===== src/rtl/mole_round_ctrl.sv =====
// mole_round_ctrl: whack-a-mole sequencer (pick, show, score, gap, repeat).
// Define MOLE_RAMP_EN to shorten the on-time each round down to ON_MIN.
module mole_round_ctrl #(
   parameter int ROUNDS   = 10,
   parameter int ON_TIME  = 25000000,
   parameter int OFF_TIME = 5000000,
   parameter int TW       = 26
`ifdef MOLE_RAMP_EN
   ,
   parameter int RAMP_STEP = 1000000,
   parameter int ON_MIN    = 5000000
`endif
) (
   input  logic        clk,
   input  logic        reset,
   input  logic        start,
   input  logic [4:0]  rnd,
   input  logic [17:0] hit,
   output logic [17:0] displayL,
   output logic [7:0]  score,
   output logic [7:0]  misses,
   output logic [7:0]  round_num,
   output logic        busy,
   output logic        done
);

   typedef enum logic [2:0] {
      IDLE,
      PICK,
      SHOW,
      GAP,
      DONE
   } state_t;

   localparam logic [TW-1:0] ON_LD    = TW'(ON_TIME);
   localparam logic [TW-1:0] OFF_LD   = TW'(OFF_TIME - 1);
   localparam logic [7:0]    ROUNDS_C = 8'(ROUNDS);

   state_t        state;
   logic [4:0]    prev_idx;
   logic [17:0]   hit_q;
   logic [TW-1:0] timer;
   logic [TW-1:0] on_reload;
   logic [TW-1:0] next_reload;
   logic [4:0]    raw_idx;
   logic [4:0]    pick_idx;
   logic [17:0]   hit_rise;
   logic          good_hit;
   logic          bad_hit;
   logic [7:0]    round_inc;

   function automatic logic [7:0] sat_inc(input logic [7:0] v);
      return (v == 8'hFF) ? v : v + 8'd1;
   endfunction

   // Fold rnd onto 18 moles and bump past the previous mole to avoid repeats
   always_comb begin
      raw_idx  = (rnd < 5'd18) ? rnd : rnd - 5'd18;
      pick_idx = raw_idx;
      if (raw_idx == prev_idx)
         pick_idx = (raw_idx == 5'd17) ? 5'd0 : raw_idx + 5'd1;
   end

   assign hit_rise  = hit & ~hit_q;
   assign good_hit  = |(hit_rise & displayL);
   assign bad_hit   = |(hit_rise & ~displayL);
   assign round_inc = round_num + 8'd1;

`ifdef MOLE_RAMP_EN
   localparam logic [TW-1:0] STEP_T = TW'(RAMP_STEP);
   localparam logic [TW-1:0] MIN_T  = TW'(ON_MIN);

   // Shrink the on-time after each round, saturating at the floor
   always_comb begin
      if (int'(on_reload) >= ON_MIN + RAMP_STEP)
         next_reload = on_reload - STEP_T;
      else
         next_reload = MIN_T;
   end
`else
   assign next_reload = on_reload;
`endif

   // Round sequencer; every output is a registered decode of this FSM
   always_ff @(posedge clk) begin
      if (!reset) begin
         state     <= IDLE;
         displayL  <= '0;
         score     <= '0;
         misses    <= '0;
         round_num <= '0;
         busy      <= 1'b0;
         done      <= 1'b0;
         prev_idx  <= 5'd31;
         hit_q     <= '0;
         timer     <= '0;
         on_reload <= '0;
      end else begin
         hit_q <= hit;
         unique case (state)
            IDLE, DONE: begin
               if (start) begin
                  score     <= '0;
                  misses    <= '0;
                  round_num <= '0;
                  on_reload <= ON_LD;
                  busy      <= 1'b1;
                  done      <= 1'b0;
                  state     <= PICK;
               end
            end
            PICK: begin
               displayL <= 18'd1 << pick_idx;
               prev_idx <= pick_idx;
               timer    <= on_reload - TW'(1);
               state    <= SHOW;
            end
            SHOW: begin
               if (good_hit) begin
                  score    <= sat_inc(score);
                  displayL <= '0;
                  timer    <= OFF_LD;
                  state    <= GAP;
               end else if (bad_hit) begin
                  misses <= sat_inc(misses);
               end else if (timer == '0) begin
                  misses   <= sat_inc(misses);
                  displayL <= '0;
                  timer    <= OFF_LD;
                  state    <= GAP;
               end else begin
                  timer <= timer - TW'(1);
               end
            end
            GAP: begin
               if (timer == '0) begin
                  round_num <= round_inc;
                  on_reload <= next_reload;
                  if (round_inc == ROUNDS_C) begin
                     busy  <= 1'b0;
                     done  <= 1'b1;
                     state <= DONE;
                  end else begin
                     state <= PICK;
                  end
               end else begin
                  timer <= timer - TW'(1);
               end
            end
            default: begin
               busy     <= 1'b0;
               done     <= 1'b0;
               displayL <= '0;
               state    <= IDLE;
            end
         endcase
      end
   end

endmodule

===== config.mk =====
export PLATFORM = sky130hd
export DESIGN_NAME = mole_round_ctrl
export DESIGN_NICKNAME = d
export VERILOG_FILES = /design/src/rtl/mole_round_ctrl.sv
export SDC_FILE = /design/constraint.sdc
export NUM_CORES = 1
export LEC_CHECK = 0
export BUFFER_PORTS_ARGS = -buffer_cell sky130_fd_sc_hd__buf_2
export CELL_PAD_IN_SITES_DETAIL_PLACEMENT = 1
export CELL_PAD_IN_SITES_GLOBAL_PLACEMENT = 1
export CORE_ASPECT_RATIO = 2
export CORE_MARGIN = 5
export CORE_UTILIZATION = 39
export CTS_CLUSTER_SIZE = 30
export DETAILED_ROUTE_END_ITERATION = 12
export GPL_TIMING_DRIVEN = 0
export HOLD_SLACK_MARGIN = 0.12
export PLACE_DENSITY = 0.83
export SETUP_SLACK_MARGIN = 0.02
export SYNTH_ARGS = -nofsm -noshare
export SYNTH_HDL_FRONTEND = slang
export SYNTH_SLANG_ARGS = --single-unit

===== constraint.sdc =====
create_clock -name clk -period 3.05 [get_ports clk]
set_clock_uncertainty 0.2 [all_clocks]
set_input_delay 0.1525 -clock clk [delete_from_list [all_inputs] [get_ports clk]]
set_output_delay 0.1525 -clock clk [all_outputs]
set_load 0.02 [all_outputs]

==> results of run 1 <==
-- layout make-up --
type	instances	area (sq um)	area share, %
clock inverters	5	41.3	0.634
clock buffers	10	239	3.67
flip-flops and latches	97	1940	29.8
plain buffers	26	120	1.85
inverters	15	56.3	0.865
repair buffers	100	626	9.61
well taps	152	190	2.92
multi-input cells	470	3300	50.6
-- critical path: stages --
cell and delay [ns]:
sky130_fd_sc_hd__buf_2 0.15, sky130_fd_sc_hd__inv_1 0.11, sky130_fd_sc_hd__ha_2 0.23, sky130_fd_sc_hd__nor2b_2 0.19, sky130_fd_sc_hd__or4_1 0.49, sky130_fd_sc_hd__a311o_2 0.48
sky130_fd_sc_hd__buf_4 0.18, sky130_fd_sc_hd__a2111oi_4 0.40, sky130_fd_sc_hd__o2bb2ai_2 0.15, sky130_fd_sc_hd__or3_4 0.39, sky130_fd_sc_hd__o2bb2ai_1 0.17
-- cell families after synthesis --
group	after synthesis	share of synthesized area [%]
buffers and inverters	41	3.05
and+or+nand+nor	281	30.2
DFF	97	37.6
xor gates and xnor gates	14	2.37
muxes	8	1.57
adders and majority gates	9	2.18
AOI/OAI and AO/OA	158	23.0
-- path summary, 6_finish.rpt --
kind / startpoint / cells past startpoint / slack (ns) / to
setup / recovery: rnd[1] / 11 / 0.02 / displayL[2]
hold / removal: start / 4 / 0.20 / state[0]
setup reg to reg: timer[4] / 8 / 0.06 / timer[15]
hold reg to reg: timer[12] / 1 / 0.30 / timer[12]
-- per-stage QoR --
stage               std cells  TNS, ns
floorplan                 608        0
global placement          829   -26.90
detailed placement        829   -29.03
CTS                       867        0
global route              875  -0.0922
finish                    875        0
-- state kept, by name, summed over array words and instances, names as in the netlist, 3 cells and up --
name,flops
timer,26
state,3
round_num,8
score,8
hit_q,18
displayL,18
prev_idx,5
misses,8
-- power breakdown --
group / switching [mW] / internal (mW)
Sequential: 0.240 / 1.47
Clock: 0.531 / 0.579
Combinational: 1.22 / 0.707
-- cells in the final DEF, fill, tap and decap left out, types with 14 or more instances in the layout --
cell                             n
sky130_fd_sc_hd__inv_1          14
sky130_fd_sc_hd__dlygate4sd3_1  19
sky130_fd_sc_hd__nor2_1         55
sky130_fd_sc_hd__nand3b_1       16
sky130_fd_sc_hd__nand2b_1       14
sky130_fd_sc_hd__nand2_1        34
sky130_fd_sc_hd__buf_2          72
sky130_fd_sc_hd__o21ai_0        33
sky130_fd_sc_hd__dfxtp_1        97
sky130_fd_sc_hd__nand3_1        18
sky130_fd_sc_hd__clkbuf_1       15
sky130_fd_sc_hd__nor3_1         25
sky130_fd_sc_hd__a21oi_1        25
sky130_fd_sc_hd__and2_1         26
-- timing repair --
item,4_1_cts,5_1_grt
hold buffers,19,0
endpoints found under the hold margin,19,0
setup buffers,4,8
setup endpoints to repair,64,53
resized for setup,33,29
pin swaps,3,8
-- metal layers --
metal	up-vias	share of wire [%]	GRT usage (%)
li1	2512	-	-
met4	0	7.2	14.4
met3	107	3.6	3.39
met5	-	0	0
met2	214	56	47.5
met1	2801	33	21.7
-- cell usage after synthesis, drive strengths merged (5+ instances only) --
cell type	number
dfxtp	97
nor2	57
nand2	36
o21ai	35
and2	28
a21oi	27
nor3	27
clkbuf	21
nand3	18
nand3b	16
inv	15
nand2b	14
nor3b	13
a32o	12
nand4	12
o2bb2ai	12
nor4	11
nor2b	10
o221a	10
ha	9
and3	8
mux2i	7
or3	7
or4	7
xnor2	7
xor2	7
a22o	6
buf	5
o31ai	5
==> reports/results.txt, run 1 <==
crit end category = register
total global routing track utilization = 23.9%
die span in x = 91.4 um
cell at the root of the clock tree = sky130_fd_sc_hd__clkbuf_16
unrepaired setup endpoints after global routing = yes
Worst Max-Slew Pin Slew = 1.09 ns
number of vias per cell after detailed routing = 6.44
P_leak = 2.58 nW
Synth area leaders = sky130_fd_sc_hd__dfxtp_1, sky130_fd_sc_hd__nor2_1, sky130_fd_sc_hd__and2_1
endpoint arrival time on the critical path = 3.10 ns
gate count after technology mapping = 608
Post-synth EDFFs = 0
synthesis warning total = 0
die outline area = 15800 sq um
share of the core filled with cells = 50.1%
number of different library cells in the post-synthesis netlist = 68
total of endpoints with negative setup slack in the final report = 0
number of synthesized register bits = 97
critical path class = in2reg
startpoint types = primary input
layout cells sized above 1 = 22.5%
clock sinks = 97
minimum setup slack after placement = -0.684 ns
dominant cell type by area after synthesis = sky130_fd_sc_hd__dfxtp_1
overall power consumption = 4.75 mW
final clock period utilization by the worst path = 99.3%
dpl hpwl = 13.8 mm
Max rail drop VDD = 412 uV
Mapped Nets = 643
final global-route overflow total = 0
count of input and output buffers = 69
per-cell routed wire length = 23.4 um
cell area after synthesis = 5170 sq um
Pins Over Slew Limit = 0
Std-Cell Rows = 59
minimum clock period after layout = 3.03 ns
max-capacitance violation count = 0
highest net fanout along the worst path = 8
number of placed I/O pins = 70
final layout net count = 754
antenna violations before repair = 0
fraction of registers with async set/reset = 0%
wire length of the first global-routing pass = 30.8 mm
count of H-tree levels built during CTS = 3
number of failing hold endpoints at the final stage = 0
fill cell count = 1529
flip-flop cell with the highest count after synthesis = sky130_fd_sc_hd__dfxtp_1
share of synthesized area occupied by flip-flops and latches = 37.6%
required time at the worst-slack endpoint = 3.12 ns
final worst-path setup slack = 0.0217 ns
placeable core region = 13000 sq um
maximum count of clock buffers along a single path = 2
die extent in y = 173 um
number of diodes added for antenna fixing = 0
final design instance area without fill = 6510 sq um
total detailed-routing wirelength = 20.5 mm
number of global-route vias before repair = 5989
Pwr Density = 729 nW/um^2
outcome = finished clean
pin count of the biggest net entering global routing = 17
clock transition at the registers of the reported paths = 0.07 ns
peak clock frequency supported by timing = 330 MHz
clock tree from TritonCTS = yes
Initial DRC Count = 458
Syn-to-layout area delta = 26.0%
number of buffers created by CTS = 9
Residual DRC = 0
worst-case hold slack = 0.199 ns
number of nets with antenna violations after routing = 0
class of the tightest hold or removal check = in2reg
placement-stage cell area = 5700 sq um
Placer Congestion = 0.855
worst skew pair latency = 0.35 ns
area share of the largest cell type after synthesis = 37.6%
worst slew margin relative to its limit = 26.4%
initial cell density of the core = 39.8%
number of iterations in the first detailed-routing pass = 4
vias after detailed routing = 5634
post-synthesis area per instance = 8.50 sq um
Note: power is estimated with default switching activity, not from simulation.
==> inputs of run 2 (changes only) <==
--- a/config.mk
+++ b/config.mk
@@ -12,3 +12,3 @@
 export CORE_MARGIN = 5
-export CORE_UTILIZATION = 39
+export CORE_UTILIZATION = 43
 export CTS_CLUSTER_SIZE = 30
@@ -17,3 +17,3 @@
 export HOLD_SLACK_MARGIN = 0.12
-export PLACE_DENSITY = 0.83
+export PLACE_DENSITY = 0.86
 export SETUP_SLACK_MARGIN = 0.02
==> constraint.sdc (replaced) <==
create_clock -name clk -period 3.2 [get_ports clk]
set_clock_uncertainty 0.2 [all_clocks]
set_input_delay 0.16 -clock clk [delete_from_list [all_inputs] [get_ports clk]]
set_output_delay 0.16 -clock clk [all_outputs]
set_load 0.005 [all_outputs]
==> run 2 against run 1 <==
Net effect:
- critical path depth shrank 1
- flip-flop and latch count is the same
- die area shrank 8.5%
==> reports/results.txt, run 2 (synthesis gave the netlist of run 1 again) <==
dpl hpwl = 14.1 mm (was 13.8 mm)
number of stages on the worst hold path = 4 (unchanged)
number of vias per cell after detailed routing = 6.59 (was 6.44)
minimum setup slack after placement = -0.521 ns (was -0.684 ns)
die outline area = 14400 sq um (was 15800 sq um)
vias after detailed routing = 5683 (was 5634)
endpoint arrival time on the critical path = 3.22 ns (was 3.10 ns)
layout cells sized above 1 = 20.2% (was 22.5%)
critical path class = in2reg (unchanged)
number of buffers created by CTS = 9 (unchanged)
peak clock frequency supported by timing = 315 MHz
most flop-heavy register = timer (unchanged)
die extent in y = 165 um (was 173 um)
Pins Over Slew Limit = 0 (unchanged)
uppermost layer routed = met4 (unchanged)
number of placed I/O pins = 70 (unchanged)
initial cell density of the core = 43.9% (was 39.8%)
length of routed met2 wiring = 11.5 mm (about the same)
count of input and output buffers = 69 (unchanged)
routed wl met3 = 919 um (was 737 um)
largest registers = timer (26), displayL (18), hit_q (18) (unchanged)
crit end category = register (unchanged)
Worst Hold Path EP = next_reload[6] (was state[0])
most common cell after layout, fill and taps aside = sky130_fd_sc_hd__dfxtp_1 (unchanged)
fill cell count = 1407 (was 1529)
final global-route overflow total = 0 (unchanged)
total detailed-routing wirelength = 20.6 mm (was 20.5 mm)
total of endpoints with negative setup slack in the final report = 0 (unchanged)
clock tree from TritonCTS = yes (unchanged)
number of diodes added for antenna fixing = 0 (unchanged)
clock transition at the registers of the reported paths = 0.07 ns (about the same)
Pwr Density = 694 nW/um^2 (was 729 nW/um^2)
startpoint types = primary input (unchanged)
outcome = finished clean (unchanged)
worst-case hold slack = 0.288 ns (was 0.199 ns)
reg2reg start = displayL[8] (was timer[4])
worst skew pair latency = 0.35 ns (about the same)
max reg flops = 26 (unchanged)
final layout net count = 749 (was 754)
max-capacitance violation count = 0 (unchanged)
highest net fanout along the worst path = 7 (was 8)
minimum clock period after layout = 3.18 ns
class of the tightest hold or removal check = in2reg (unchanged)
share of the core filled with cells = 54.0% (was 50.1%)
number of failing hold endpoints at the final stage = 0 (unchanged)
worst slew margin relative to its limit = 6.94% (was 26.4%)
pin count of the biggest net entering global routing = 18 (was 17)
Syn-to-layout area delta = 22.9% (was 26.0%)
Initial DRC Count = 351 (was 458)
switching fraction of total power = 41.9% (about the same)
highest-count cells in the layout ignoring fill and taps = sky130_fd_sc_hd__dfxtp_1, sky130_fd_sc_hd__buf_2, sky130_fd_sc_hd__nor2_1 (unchanged)
Std-Cell Rows = 56 (was 59)
beginning of the worst hold path = start (unchanged)
unrepaired setup endpoints after global routing = yes (unchanged)
antenna violations before repair = 0 (unchanged)
P_leak = 2.52 nW (was 2.58 nW)
die span in x = 87.5 um (was 91.4 um)
clock sinks = 97 (unchanged)
endpoint of the worst-slack reg-to-reg timing path = timer[18] (was timer[15])
placeable core region = 11800 sq um (was 13000 sq um)
overall power consumption = 4.41 mW (was 4.75 mW)
required time at the worst-slack endpoint = 3.24 ns (was 3.12 ns)
clock network power share = 24.1% (was 23.4%)
number of nets with antenna violations after routing = 0 (unchanged)
register-to-register setup slack = 0.12 ns (was 0.06 ns)
Routed met1 length = 6.87 mm (was 6.80 mm)
Worst Max-Slew Pin Slew = 1.39 ns (was 1.09 ns)
part of the total power dissipated in sequential elements = 37.1% (was 36.1%)
final worst-path setup slack = 0.0226 ns (was 0.0217 ns)
final clock period utilization by the worst path = 99.3%
maximum count of clock buffers along a single path = 2 (unchanged)
count of H-tree levels built during CTS = 3 (unchanged)
per-cell routed wire length = 23.9 um (was 23.4 um)
power share of the combinational group = 38.9% (was 40.5%)
number of iterations in the first detailed-routing pass = 6 (was 4)
wire length of the first global-routing pass = 31.8 mm (was 30.8 mm)
cell at the root of the clock tree = sky130_fd_sc_hd__clkbuf_16 (unchanged)
Max rail drop VDD = 378 uV (was 412 uV)
Residual DRC = 0 (unchanged)
Internal Pwr Total = 2.56 mW (was 2.76 mW)
Sw Pwr = 1.85 mW (was 1.99 mW)
total global routing track utilization = 28.3% (was 23.9%)
number of global-route vias before repair = 6155 (was 5989)
Placer Congestion = 0.860 (was 0.855)
FF-to-FF path depth = 7 (was 8)
[run 2: final cells by class]
class | instances | area, sq um | area share, %
buffer | 26 | 113 | 1.77
clock buffer | 9 | 225 | 3.55
clock inverter | 6 | 52.6 | 0.827
inverter | 15 | 56.3 | 0.886
multi-input combinational | 470 | 3190 | 50.3
sequential | 97 | 1940 | 30.6
tap | 145 | 181 | 2.86
timing repair buffer | 95 | 588 | 9.26
[run 2: power groups by stage]
stage	sequential [mW]	clock, mW	combinational (mW)
final	1.63	1.06	1.71
after floorplan	1.57	0	1.08
after CTS	1.62	1.06	1.58
after global routing	1.66	1.11	1.84
after global placement	1.61	0	1.41
after detailed placement	1.63	0	1.50
[run 2: layer usage]
| layer | up-vias | track usage (%) |
|---|---|---|
| li1 | 2505 | - |
| met1 | 2828 | 26.3 |
| met2 | 250 | 53.8 |
| met3 | 100 | 5.11 |
| met4 | 0 | 18.6 |
| met5 | - | 0 |
[run 2: timing repair]
item / CTS / global route
gates resized for setup: 15 / 22
hold buffers: 19 / 0
setup buffers: 3 / 4
hold endpoints to repair: 19 / 0
pin swaps: 2 / 3
setup endpoints to repair: 60 / 53
[run 2: critical path, stage by stage]
cell                        delay [ns]
sky130_fd_sc_hd__buf_2            0.15
sky130_fd_sc_hd__inv_1            0.11
sky130_fd_sc_hd__ha_1             0.26
sky130_fd_sc_hd__nor2b_2          0.22
sky130_fd_sc_hd__or4_1            0.47
sky130_fd_sc_hd__a311o_2          0.47
sky130_fd_sc_hd__a2111oi_1        0.51
sky130_fd_sc_hd__a2bb2oi_1        0.43
sky130_fd_sc_hd__nor3_1           0.18
sky130_fd_sc_hd__a22o_1           0.25
[run 2: worst max path at each step]
stage          startpoint  slack, ns  cells after the start      endpoint
2_1_floorplan      rnd[1]       0.23                      9  displayL[16]
3_3_place_gp     timer[4]      -0.43                      7     timer[20]
3_5_place_dp     timer[5]      -0.52                      7      timer[5]
4_1_cts          timer[5]       0.03                      7     timer[18]
5_1_grt          timer[5]       0.01                      9     timer[22]
6_report           rnd[1]       0.02                     10   displayL[8]
[run 2: through the flow]
step	setup TNS, ns	area (sq um)	cells
after global routing	0	6350	863
after global placement	-13.64	5700	822
after CTS	0	6250	859
after floorplan	0	5170	608
final	0	6350	863
after detailed placement	-19.42	5700	822
==> inputs of run 3 (changes only) <==
Settings changed: CORE_ASPECT_RATIO 2 to unset.
==> run 3 against run 2 <==
Net effect:
- hold slack better by 0.0095 ns
- highest routed layer unchanged
- register-to-register slack worse by 0.11 ns
- critical path type is now reg2reg
- flip-flop and latch count unchanged
- non-clock buffer count down 4
==> reports/results.txt, run 3 (synthesis gave the netlist of run 1 again) <==
final layout net count = 745 (was 749)
clock sinks = 97 (unchanged)
Placer Congestion = 0.892 (was 0.860)
fraction of met1 tracks used by global routing = 30.5% (was 26.3%)
number of iterations in the first detailed-routing pass = 5 (was 6)
peak clock frequency supported by timing = 314 MHz (was 315 MHz)
highest net fanout along the worst path = 10 (was 7)
wire length of the first global-routing pass = 30.2 mm (was 31.8 mm)
share of the core filled with cells = 53.6% (was 54.0%)
number of failing hold endpoints at the final stage = 0 (unchanged)
P_leak = 2.53 nW (was 2.52 nW)
count of H-tree levels built during CTS = 3 (unchanged)
required time at the worst-slack endpoint = 3.28 ns (was 3.24 ns)
most common cell after layout, fill and taps aside = sky130_fd_sc_hd__dfxtp_1 (unchanged)
largest registers = timer (26), displayL (18), hit_q (18) (unchanged)
pin count of the biggest net entering global routing = 18 (unchanged)
vias after detailed routing = 5667 (was 5683)
placeable core region = 11900 sq um (was 11800 sq um)
final clock period utilization by the worst path = 99.6% (was 99.3%)
worst slew margin relative to its limit = 8.31% (was 6.94%)
max-capacitance violation count = 0 (unchanged)
number of nets with antenna violations after routing = 0 (unchanged)
initial cell density of the core = 43.4% (was 43.9%)
Syn-to-layout area delta = 23.6% (was 22.9%)
final design instance area without fill = 6390 sq um (was 6350 sq um)
crit end category = register (unchanged)
endpoint arrival time on the critical path = 3.27 ns (was 3.22 ns)
die extent in y = 120 um (was 165 um)
clock transition at the registers of the reported paths = 0.08 ns (was 0.07 ns)
total detailed-routing wirelength = 19.9 mm (was 20.6 mm)
number of global-route vias before repair = 5845 (was 6155)
part of the total power dissipated in sequential elements = 35.3% (was 37.1%)
total global routing track utilization = 25.9% (was 28.3%)
number of vias per cell after detailed routing = 6.57 (was 6.59)
number of diodes added for antenna fixing = 0 (unchanged)
Std-Cell Rows = 40 (was 56)
die span in x = 120 um (was 87.5 um)
number of placed I/O pins = 70 (unchanged)
worst skew pair latency = 0.36 ns (was 0.35 ns)
antenna violations before repair = 0 (unchanged)
Max rail drop VDD = 357 uV (was 378 uV)
area of the multi-input gates = 3190 sq um (about the same)
fill cell count = 1412 (was 1407)
met2 Use GR = 45.4% (was 53.8%)
maximum count of clock buffers along a single path = 2 (unchanged)
layout cells sized above 1 = 20.1% (was 20.2%)
global routing met3 resource utilization = 4.24% (was 5.11%)
count of input and output buffers = 69 (unchanged)
Initial DRC Count = 454 (was 351)
overall power consumption = 4.63 mW (was 4.41 mW)
setup TNS after final layout = 0 ns (unchanged)
cell at the root of the clock tree = sky130_fd_sc_hd__clkbuf_16 (unchanged)
Reg area = 1940 sq um (unchanged)
critical path class = reg2reg (was in2reg)
total of endpoints with negative setup slack in the final report = 0 (unchanged)
outcome = finished clean (unchanged)
power share of the combinational group = 36.6% (was 38.9%)
dpl hpwl = 12.3 mm (was 14.1 mm)
Residual DRC = 0 (unchanged)
unrepaired setup endpoints after global routing = yes (unchanged)
clock tree from TritonCTS = yes (unchanged)
highest-count cells in the layout ignoring fill and taps = sky130_fd_sc_hd__dfxtp_1, sky130_fd_sc_hd__buf_2, sky130_fd_sc_hd__nor2_1 (unchanged)
placement-stage cell area = 5700 sq um (about the same)
final global-route overflow total = 0 (unchanged)
max reg flops = 26 (unchanged)
die outline area = 14300 sq um (was 14400 sq um)
most flop-heavy register = timer (unchanged)
worst-case hold slack = 0.297 ns (was 0.288 ns)
Internal Pwr Total = 2.78 mW (was 2.56 mW)
clock network power share = 28.0% (was 24.1%)
Pwr Density = 724 nW/um^2 (was 694 nW/um^2)
minimum clock period after layout = 3.19 ns (was 3.18 ns)
number of buffers created by CTS = 9 (unchanged)
Pins Over Slew Limit = 0 (unchanged)
Worst Max-Slew Pin Slew = 1.37 ns (was 1.39 ns)
startpoint types = register (was primary input)
Sw Pwr = 1.84 mW (was 1.85 mW)
busiest layer in global routing = met2 (unchanged)
class of the tightest hold or removal check = reg2reg (was in2reg)
switching fraction of total power = 39.9% (was 41.9%)
per-cell routed wire length = 23.0 um (was 23.9 um)
==> run 3: cell types whose count changed in the layout (fill, tap and decap cells not counted), moves of 2 or more <==
cell / delta
sky130_fd_sc_hd__inv_6: +2
sky130_fd_sc_hd__a2111oi_0: -3
sky130_fd_sc_hd__a2111oi_1: +2
sky130_fd_sc_hd__bufinv_16: +3
sky130_fd_sc_hd__nor3_2: +2
sky130_fd_sc_hd__inv_8: -2
sky130_fd_sc_hd__buf_4: -4
sky130_fd_sc_hd__nor3_1: -2
==> run 3: worst max-delay path, cell delays in order (launching register included) <==
cell and delay [ns]:
sky130_fd_sc_hd__dfxtp_1 0.31, sky130_fd_sc_hd__buf_2 0.22, sky130_fd_sc_hd__nor2b_1 0.19, sky130_fd_sc_hd__clkbuf_2 0.28, sky130_fd_sc_hd__nand2b_1 0.13, sky130_fd_sc_hd__nor4_2 0.45, sky130_fd_sc_hd__nand2_2 0.24, sky130_fd_sc_hd__a21oi_2 0.26
sky130_fd_sc_hd__o21a_1 0.15, sky130_fd_sc_hd__buf_2 0.22, sky130_fd_sc_hd__buf_2 0.28, sky130_fd_sc_hd__o2bb2ai_1 0.18
==> run 3: worst paths after layout <==
path                                start      endpoint  slack (ns)  cells after the start
worst max register to register   state[1]  displayL[10]        0.01                     11
worst min register to register  timer[12]     timer[12]        0.30                      1
worst max-delay path             state[1]  displayL[10]        0.01                     11
worst min-delay path            timer[12]     timer[12]        0.30                      1
==> run 3: repair_timing <==
item | in CTS | in global routing
gates resized for setup | 14 | 24
setup buffers | 0 | 3
setup endpoints to repair | 53 | 51
hold buffers | 19 | 0
pin swaps | 0 | 2
endpoints found under the hold margin | 19 | 0
==> run 3: routing by layer <==
| metal | wire length (um) | vias to the layer above |
|---|---|---|
| met3 | 1190 | 101 |
| met1 | 7820 | 2798 |
| met4 | 951 | 0 |
| li1 | - | 2505 |
| met2 | 9900 | 263 |
| met5 | 0 | - |
==> run 3: final cells by class <==
class	instances	share of cell area, %
Tap cell	147	2.88
Sequential cell	97	30.4
Clock buffer	9	3.52
Timing Repair Buffer	91	8.73
Clock inverter	7	1.94
Inverter	15	0.881
Multi-Input combinational cell	470	49.9
Buffer	26	1.72
==> run 3: power by group through the flow <==
stage | sequential, mW | combinational, mW | clock, mW
CTS | 1.61 | 1.55 | 1.29
finish | 1.63 | 1.69 | 1.30
detailed placement | 1.63 | 1.47 | 0
floorplan | 1.57 | 1.08 | 0
global placement | 1.61 | 1.39 | 0
global route | 1.65 | 1.83 | 1.35
==> run 3: through the flow <==
| step | cells | setup WS, ns |
|---|---|---|
| floorplan | 608 | 0.226 |
| global placement | 824 | -0.536 |
| detailed placement | 824 | -0.536 |
| CTS | 859 | 0.0236 |
| global route | 862 | -0.0772 |
| finish | 862 | 0.0123 |
